File: src/rtl/pwm_switch_array.sv
// pwm_switch_array: drives CH photonic-switch channels from one shared
// prescaled timebase and one shared period counter. Each channel owns a
// set point A and a reset point B. New A/B values arrive through a
// single-entry valid/ready slot and only reach a channel at a period
// boundary, so a running waveform never glitches mid-period.
// Optional feature: define SAFE_STOP_EN to let a stop request drain to the
// end of the current period instead of stopping immediately.
module pwm_switch_array #(
  parameter int CH   = 4,
  parameter int CW   = 7,
  parameter int DIVW = 5,
  parameter int CHW  = 2
) (
  input  logic            clk,
  input  logic            reset,
  input  logic            en,
  input  logic [DIVW-1:0] div,
  input  logic [CW-1:0]   period,
  input  logic            wr_valid,
  output logic            wr_ready,
  input  logic [CHW-1:0]  wr_ch,
  input  logic [CW-1:0]   wr_a,
  input  logic [CW-1:0]   wr_b,
  output logic            tick,
  output logic [CW-1:0]   cnt,
  output logic [CH-1:0]   pwm,
  output logic [CH-1:0]   set_pulse,
  output logic [CH-1:0]   rst_pulse,
  output logic            busy
);

`ifdef SAFE_STOP_EN
  typedef enum logic [1:0] {IDLE = 2'd0, RUN = 2'd1, DRAIN = 2'd2} state_t;
`else
  typedef enum logic [1:0] {IDLE = 2'd0, RUN = 2'd1} state_t;
`endif

  state_t state, state_next;

  logic [DIVW-1:0] pcnt;
  logic [DIVW-1:0] div_l;
  logic [CW-1:0]   period_l;

  logic [CW-1:0]   a_reg [CH];
  logic [CW-1:0]   b_reg [CH];

  logic            pend_valid;
  logic [CHW-1:0]  pend_ch;
  logic [CW-1:0]   pend_a;
  logic [CW-1:0]   pend_b;

  logic            running;
  logic            tick_cond;
  logic            boundary;
  logic            stop_abrupt;
  logic            stop_drain;
  logic            commit;
  logic            accept;
  logic [CW-1:0]   cnt_next;
  logic [CW-1:0]   a_eff [CH];
  logic [CW-1:0]   b_eff [CH];
  logic [CH-1:0]   set_hit;
  logic [CH-1:0]   rst_hit;
  logic [CH-1:0]   pwm_next;

  assign wr_ready = !pend_valid;
  assign busy     = (state != IDLE);

  // Timebase decode, commit timing and per-channel compares; a pending write
  // due at this boundary is folded in so the cnt=0 compare already uses it.
  always_comb begin
    running     = (state != IDLE);
    tick_cond   = running && (pcnt == div_l);
    boundary    = tick_cond && (cnt == period_l);
    cnt_next    = boundary ? '0 : cnt + CW'(1);
`ifdef SAFE_STOP_EN
    stop_abrupt = 1'b0;
    stop_drain  = running && !en && boundary;
`else
    stop_abrupt = running && !en;
    stop_drain  = 1'b0;
`endif
    accept      = wr_valid && !pend_valid;
    commit      = pend_valid && (!running || (boundary && !stop_abrupt));
    set_hit     = '0;
    rst_hit     = '0;
    pwm_next    = pwm;
    for (int i = 0; i < CH; i++) begin
      a_eff[i] = a_reg[i];
      b_eff[i] = b_reg[i];
      if (commit && (pend_ch == CHW'(i))) begin
        a_eff[i] = pend_a;
        b_eff[i] = pend_b;
      end
      rst_hit[i] = (cnt_next == b_eff[i]) && (b_eff[i] <= period_l);
      set_hit[i] = (cnt_next == a_eff[i]) && (a_eff[i] != b_eff[i]) &&
                   (a_eff[i] <= period_l);
      if (rst_hit[i])
        pwm_next[i] = 1'b0;
      else if (set_hit[i])
        pwm_next[i] = 1'b1;
    end
  end

  // Next-state decision: start on enable, stop either at once or at the
  // next period boundary depending on the build.
  always_comb begin
    state_next = state;
    case (state)
      IDLE: if (en) state_next = RUN;
`ifdef SAFE_STOP_EN
      RUN: if (!en) state_next = boundary ? IDLE : DRAIN;
      DRAIN: begin
        if (en)
          state_next = RUN;
        else if (boundary)
          state_next = IDLE;
      end
`else
      RUN: if (!en) state_next = IDLE;
`endif
      default: state_next = IDLE;
    endcase
  end

  // State register.
  always_ff @(posedge clk or negedge reset) begin
    if (!reset)
      state <= IDLE;
    else
      state <= state_next;
  end

  // Prescaler, period counter and channel outputs; period/div are sampled
  // on start and again at every boundary.
  always_ff @(posedge clk or negedge reset) begin
    if (!reset) begin
      pcnt      <= '0;
      div_l     <= '0;
      period_l  <= '0;
      cnt       <= '0;
      tick      <= 1'b0;
      pwm       <= '0;
      set_pulse <= '0;
      rst_pulse <= '0;
    end else begin
      tick      <= 1'b0;
      set_pulse <= '0;
      rst_pulse <= '0;
      if (!running) begin
        if (en) begin
          period_l <= period;
          div_l    <= div;
          pcnt     <= '0;
          cnt      <= '0;
        end
      end else if (stop_abrupt) begin
        pcnt <= '0;
        cnt  <= '0;
        pwm  <= '0;
      end else if (tick_cond) begin
        pcnt <= '0;
        tick <= 1'b1;
        cnt  <= cnt_next;
        if (boundary) begin
          period_l <= period;
          div_l    <= div;
        end
        if (stop_drain) begin
          pwm       <= '0;
          rst_pulse <= pwm;
        end else begin
          pwm       <= pwm_next;
          set_pulse <= set_hit;
          rst_pulse <= rst_hit;
        end
      end else begin
        pcnt <= pcnt + DIVW'(1);
      end
    end
  end

  // Single-entry write slot and the per-channel A/B registers it feeds;
  // an out-of-range channel index simply matches no channel on commit.
  always_ff @(posedge clk or negedge reset) begin
    if (!reset) begin
      pend_valid <= 1'b0;
      pend_ch    <= '0;
      pend_a     <= '0;
      pend_b     <= '0;
      for (int i = 0; i < CH; i++) begin
        a_reg[i] <= '0;
        b_reg[i] <= '0;
      end
    end else begin
      if (accept) begin
        pend_valid <= 1'b1;
        pend_ch    <= wr_ch;
        pend_a     <= wr_a;
        pend_b     <= wr_b;
      end
      if (commit) begin
        pend_valid <= 1'b0;
        for (int i = 0; i < CH; i++) begin
          if (pend_ch == CHW'(i)) begin
            a_reg[i] <= pend_a;
            b_reg[i] <= pend_b;
          end
        end
      end
    end
  end

endmodule

File: config.mk
export PLATFORM = sky130hd
export DESIGN_NAME = pwm_switch_array
export DESIGN_NICKNAME = d
export VERILOG_FILES = /design/src/rtl/pwm_switch_array.sv
export SDC_FILE = /design/constraint.sdc
export NUM_CORES = 1
export LEC_CHECK = 0
export BUFFER_PORTS_ARGS = -buffer_cell sky130_fd_sc_hd__buf_2
export CAP_MARGIN = 20
export CELL_PAD_IN_SITES_DETAIL_PLACEMENT = 1
export CELL_PAD_IN_SITES_GLOBAL_PLACEMENT = 2
export CORE_MARGIN = 2
export CORE_UTILIZATION = 44
export DETAILED_ROUTE_END_ITERATION = 6
export PLACE_DENSITY_LB_ADDON = 0.1
export SYNTH_ARGS = -nofsm -noshare
export SYNTH_HDL_FRONTEND = slang
export SYNTH_SLANG_ARGS = --single-unit
File: constraint.sdc
create_clock -name clk -period 7.25 [get_ports clk]
set_input_delay 0.3625 -clock clk [delete_from_list [all_inputs] [get_ports clk]]
set_output_delay 0.3625 -clock clk [all_outputs]
set_load 0.005 [all_outputs]
* Word-level counts from Yosys, hierarchy flattened
Cells that the tools add are included.
** Cells by class
- $add $sub $neg :: 2
- Multiply operators :: 0
- Div/mod/pow operators :: 0
- Order comparisons :: 8
- Equality and inequality tests :: 24
- Shift operators :: 0
- Muxes and demuxes :: 51
- Bitwise gates (word level) :: 0
- Reduce and logical (&&, ||, !) cells :: 48
** Operators with widths (count)
- $mux 7 :: 18
- $eq 7x7->1 :: 9
- $le 7x7->1 :: 8
- $mux 5 :: 9
- $mux 4 :: 8
- $ne 7x7->1 :: 4
- $logic_and 1x1->1 :: 22
- $mux 1 :: 13
- $reduce_and 2->1 :: 6
- $reduce_and 3->1 :: 4
- $reduce_bool 3->1 :: 4
- $reduce_bool 2->1 :: 4
- $add 7x1->7 const B :: 1
- $ne 2x2->1 const B :: 3
- $add 5x1->5 const B :: 1
- $eq 5x5->1 :: 1
- $eq 2x1->1 const B :: 2
- $eq 2x2->1 const B :: 2
- $logic_not 1->1 :: 4
- $logic_not 2->1 :: 2
- $mux 2 :: 2
- $ne 2x1->1 const B :: 2
- $pmux 2 s2 :: 1
- $reduce_and 4->1 :: 1
- other kinds (2) :: 2
** Storage, ports and cells
- Register bits :: 112
- Bits in latches :: 0
- Memory bits (writable) :: 0
- Bits in read-only memories :: 0
- Bits of input ports :: 32
- Output and inout bits :: 22
- Memories :: 0

* Longest topological paths before layout
- Depth after elaboration :: 15
- Depth in mapped cells :: 19

* Worst setup path after synthesis
No wires, ideal clock.
- Kind :: reg-to-reg
- Start :: reg period_l[0]
- End :: reg pwm[3]
- Arrival time :: 3681 ps
- Path slack :: 3440 ps
- Cell stages (with the launch flop) :: 18
- Buffers on the path :: 2
- Clock period less this slack :: 3810 ps
- Path through :: dfrtp_1 > xnor2_1 > nand4_2 > nor4_4 > o211a_1 > buf_4 > buf_2 > mux2_2 > ha_1 > nor2b_1 > o21a_1 > o21a_1 > o21a_1 > o21ai_0 > a21o_1 > nand4_1 > o311ai_0 > nand2b_1
** Between the ends
- Cells in the longest elaborated chain, start to end :: 12
- Elaborated cells between the ends (all ways) :: 22
- Classes of those cells :: order compare: 2; eq/ne: 4; mux: 6; reduce/logical: 10
** Ends and longest elaborated chain
- start: declaration :: RTL line 42 : logic [CW-1:0] period_l;
- start signal: assignment :: RTL line 152 : period_l <= period;
- start signal: assignment :: RTL line 166 : period_l <= period;
- $eq 7x7->1 :: RTL line 74 : boundary = tick_cond && (cnt == period_l);
- $logic_and 1x1->1 :: RTL line 74
- $logic_and 1x1->1 :: RTL line 84 : commit = pend_valid && (!running || (boundary && !stop_abrupt));
- $logic_or 1x1->1 :: RTL line 84
- $logic_and 1x1->1 :: RTL line 84
- $logic_and 1x1->1 :: RTL line 91 : if (commit && (pend_ch == CHW'(i))) begin
- $mux 7 :: RTL line 91
- $le 7x7->1, or another cell as far along :: RTL line 95 : rst_hit[i] = (cnt_next == b_eff[i]) && (b_eff[i] <= period_l);
- $logic_and 1x1->1 (on tied branches) :: RTL line 95, 96
- $mux 1 / $logic_and 1x1->1 (equally long branches) :: RTL line 98, 96
- $mux 4 / $reduce_bool 3->1 (equally long branches)
- $mux 4 / $reduce_and 3->1 (equally long branches)
- end signal: assignment :: RTL line 173 : pwm <= pwm_next;
- end: declaration :: RTL line 26 : output logic [CH-1:0] pwm,
Parallel ways exist; a longest one is shown, timed or not. The select of a mux whose other input is x is not followed.
A chain may end at the register's enable or synchronous reset.

* Final worst setup path
Ends and elaborated chain as after synthesis.

==> flow_summary_export.csv <==
group,metric,value,unit
run_status,outcome,"finished clean",
critical_path,crit_slowest_cell,"dfrtp_1",
min_path,hold_start,"period[2]",
floorplanning,fp.dieH,134,um
yosys,synth_cells,685,
pwr,pwr-share-seq,30.7,%
pwr,powerDensity,499,mW/mm2
global_routing,grt_pass1_vias,6061,
flow_run,drv_cap,0,
floorplanning,design.core.area,0.0166,mm2
critical_path,crit_top_cell,"o21a_1",
clock_tree,clk_pin_slew,0.07,ns
layout,nFillCells,1860,
yosys,synth_edf_count,0,
min_path,hold_class,"in2reg",
yosys,async_flop_share,100,%
global_routing,global_route.usage.met1,32.8,%
detailed_routing,firstDrtPassIters,4,
pwr,power.internal,0.00223,W
global_routing,grt_max_degree,74,
clock_tree,cts-htree-levels,3,
yosys,syn_nets,778,
critical_path,cp_top_family,"compound AO/OA/AOI/OAI gates",
yosys,syn_area_per_cell,10.9,um2
critical_path,worstPathMaxFanout,28,
critical_path,worstPathRequired,7.50,ns
clock_tree,cts_tree,"yes",
pwr,combPwrFrac,57.5,%
sta,final.period_utilization,59.7,%
layout,area_growth,10.0,%
critical_path,cp_num_buf_inv,1,
yosys,ys_seq_area_share,37.3,%
clock_tree,cts-root-buf,"clkbuf_16",
critical_path,worstSetupEndpointType,"flip-flop",
place,dp.final_hpwl,15.9,mm
yosys,yosysWarnings,0,
sta,finalHoldWorstSlack,0.191,ns
detailed_routing,remaining_drc_errors,0,
detailed_routing,num_vias,5451,
layout,layout_commonest_cell,"dfrtp_1",
floorplanning,rows,47,
pwr,p_switching,0.00186,W
place,port_buffers,53,
floorplanning,io_pins,54,
critical_path,r2r_slack,2.92,ns
global_routing,grtUsageMet3,3.89,%
sta,fmax,231,MHz
clock_tree,clk_latency,0.37,ns
detailed_routing,avgRoutedWirePerCell,23.2,um
detailed_routing,ant_nets,0,
critical_path,rr_startpoint,"period_l[0]",
sta,rsz0062_at_grt,"no",
clock_tree,clock_path_buffers,2,
critical_path,r2r_end,"pwm[3]",
detailed_routing,drt_iter0_drc,230,
sta,skew,0.0100,ns
floorplanning,die_area,0.0180,mm2
place,place.gp.congestion,0.812,
global_routing,overflow,0,
pwr,power_frac_clock,11.8,%
critical_path,max_stage_delay,0.70,ns
sta,worst_slew_pin_slew,1.09,ns
global_routing,grt_pass1_wl,34.9,mm
pwr,leakage,3.78,nW
global_routing,antenna_found_initial,0,
sta,hold_viol_final,0,
global_routing,met2_usage,43.8,%
critical_path,path_cells,"xnor2_1 -> nand4_2 -> nor4_4 -> o211a_1 -> buf_4 -> mux2_2 -> ha_1 -> nor2b_1 -> o21a_1 -> o21a_1 -> o21a_1 -> o21ai_0 -> a21o_1 -> nand4_1 -> o311ai_0 -> nand2b_1",
sta,slew_headroom,26.7,%
global_routing,top_usage_layer,"met2",
sta,fin_setup_tns,0,ns
critical_path,worstPathArrival,4.58,ns
pwr,switching_share,45.5,%
min_path,whs_path_depth,3,
clock_tree,cts_buffers,9,
critical_path,reg2reg_depth,16,
pwr,ir_drop,0.166,mV
critical_path,crit_type,"reg2reg",
layout,drive_above_1_share,26.5,%
clock_tree,postCtsSetupRepairBufs,0,
layout,layout_common_cells,"111 x dfrtp_1, 103 x mux2_2, 61 x ha_1",
critical_path,critPathLaunchType,"flip-flop",
clock_tree,clock-sinks,111,
floorplanning,fp.dieW,134,um
min_path,holdPathEnd,"period_l[2]",
detailed_routing,vias_per_cell,5.73,
yosys,synth_cell_types,51,
sta,period_minus_slack,4.33,ns
yosys,synth_ff_type,"dfrtp_1",
sta,setup_viol,0,
yosys,ys_ff_latch,111,
layout,diodes,0,
global_routing,track_usage,26.1,%
clock_tree,postCtsResizedCells,0,
detailed_routing,totalWireLength,22.1,mm
sta,slew_violations,0,
floorplanning,start_util,44.9,%
layout,final_nets,820,
yosys,netlist_area,0.00744,mm2
-- power by group through the flow --
stage | registers (W) | logic [W] | clock network [W]
3_5_place_dp | 0.00127 | 0.00233 | 0
4_1_cts | 0.00126 | 0.00235 | 0.000492
3_3_place_gp | 0.00125 | 0.00222 | 0
2_1_floorplan | 0.00103 | 0.00186 | 0
6_report | 0.00125 | 0.00235 | 0.000480
5_1_grt | 0.00130 | 0.00262 | 0.000513
-- metrics by stage --
| stage | setup slack [ns] | util [%] | instance area (um2) | instances | power, W |
|---|---|---|---|---|---|
| floorplan | 3.44 | - | 7440 | 685 | 0.00290 |
| global placement | 3.09 | 47.7 | 7900 | 935 | 0.00347 |
| detailed placement | 2.97 | 47.7 | 7900 | 935 | 0.00360 |
| CTS | 2.93 | 49.4 | 8190 | 952 | 0.00410 |
| global route | 2.63 | 49.4 | 8190 | 952 | 0.00443 |
| finish | 2.92 | 49.4 | 8190 | 952 | 0.00408 |
-- worst max-delay path by stage --
stage / cells past startpoint / startpoint / to
final: 16 / period_l[0] / pwm[3]
after global routing: 16 / period_l[0] / pwm[3]
after CTS: 16 / period_l[0] / pwm[3]
after detailed placement: 16 / period_l[0] / pwm[3]
after global placement: 16 / period_l[0] / pwm[3]
after floorplan: 17 / period_l[0] / pwm[3]
-- layout make-up --
cell class / instances / area, um2 / area share, %
clock inverter: 7 / 48.8 / 0.596
clock buffer: 9 / 225 / 2.75
tap: 220 / 275 / 3.36
inverter: 33 / 124 / 1.51
sequential: 111 / 2780 / 33.9
multi-input combinational: 511 / 4410 / 53.8
timing repair buffer: 61 / 330 / 4.03
-- cells in the mapped netlist (17+ instances only) --
| master | count | share of area, % |
|---|---|---|
| clkbuf_1 | 18 | 0.91 |
| o21ai_0 | 24 | 1.6 |
| inv_1 | 33 | 1.7 |
| xnor2_1 | 60 | 7.1 |
| nor2_1 | 20 | 1.0 |
| nand3_1 | 17 | 1.1 |
| nand4_1 | 19 | 1.6 |
| nand2_1 | 21 | 1.1 |
| o21a_1 | 28 | 2.8 |
| xor2_1 | 45 | 5.3 |
| dfrtp_1 | 111 | 37 |
| mux2_2 | 103 | 16 |
| ha_1 | 61 | 10 |
-- logic make-up (layout without fill, tap and decap cells) --
| kind of cell | count (synthesis) | count (layout) | synth area share (%) |
|---|---|---|---|
| AO/OA/AOI/OAI | 97 | 97 | 9.15 |
| XOR/XNOR | 106 | 106 | 12.6 |
| adder cells (fa/ha/maj) | 61 | 61 | 10.3 |
| buffers and inverters | 63 | 110 | 3.50 |
| flip-flops | 111 | 111 | 37.3 |
| multiplexers | 117 | 117 | 17.5 |
| AND/OR/NAND/NOR | 130 | 130 | 9.67 |
-- tightest hold or removal path, cell delays in order --
cell     delay, ns
buf_2         0.07
nand2_1       0.03
o21ai_0       0.06
-- metal layers --
| metal | share of wire, % | wire [um] |
|---|---|---|
| met2 | 48 | 10600 |
| met1 | 44 | 9710 |
| met3 | 4.3 | 942 |
| met4 | 4.0 | 889 |
| met5 | 0 | 0 |
-- repair_timing --
action                                 in CTS  in global routing
hold buffers                                1                  0
endpoints found under the hold margin      38                  0
setup endpoints to repair                   0                  0
Note: power is estimated with default switching activity, not from simulation.
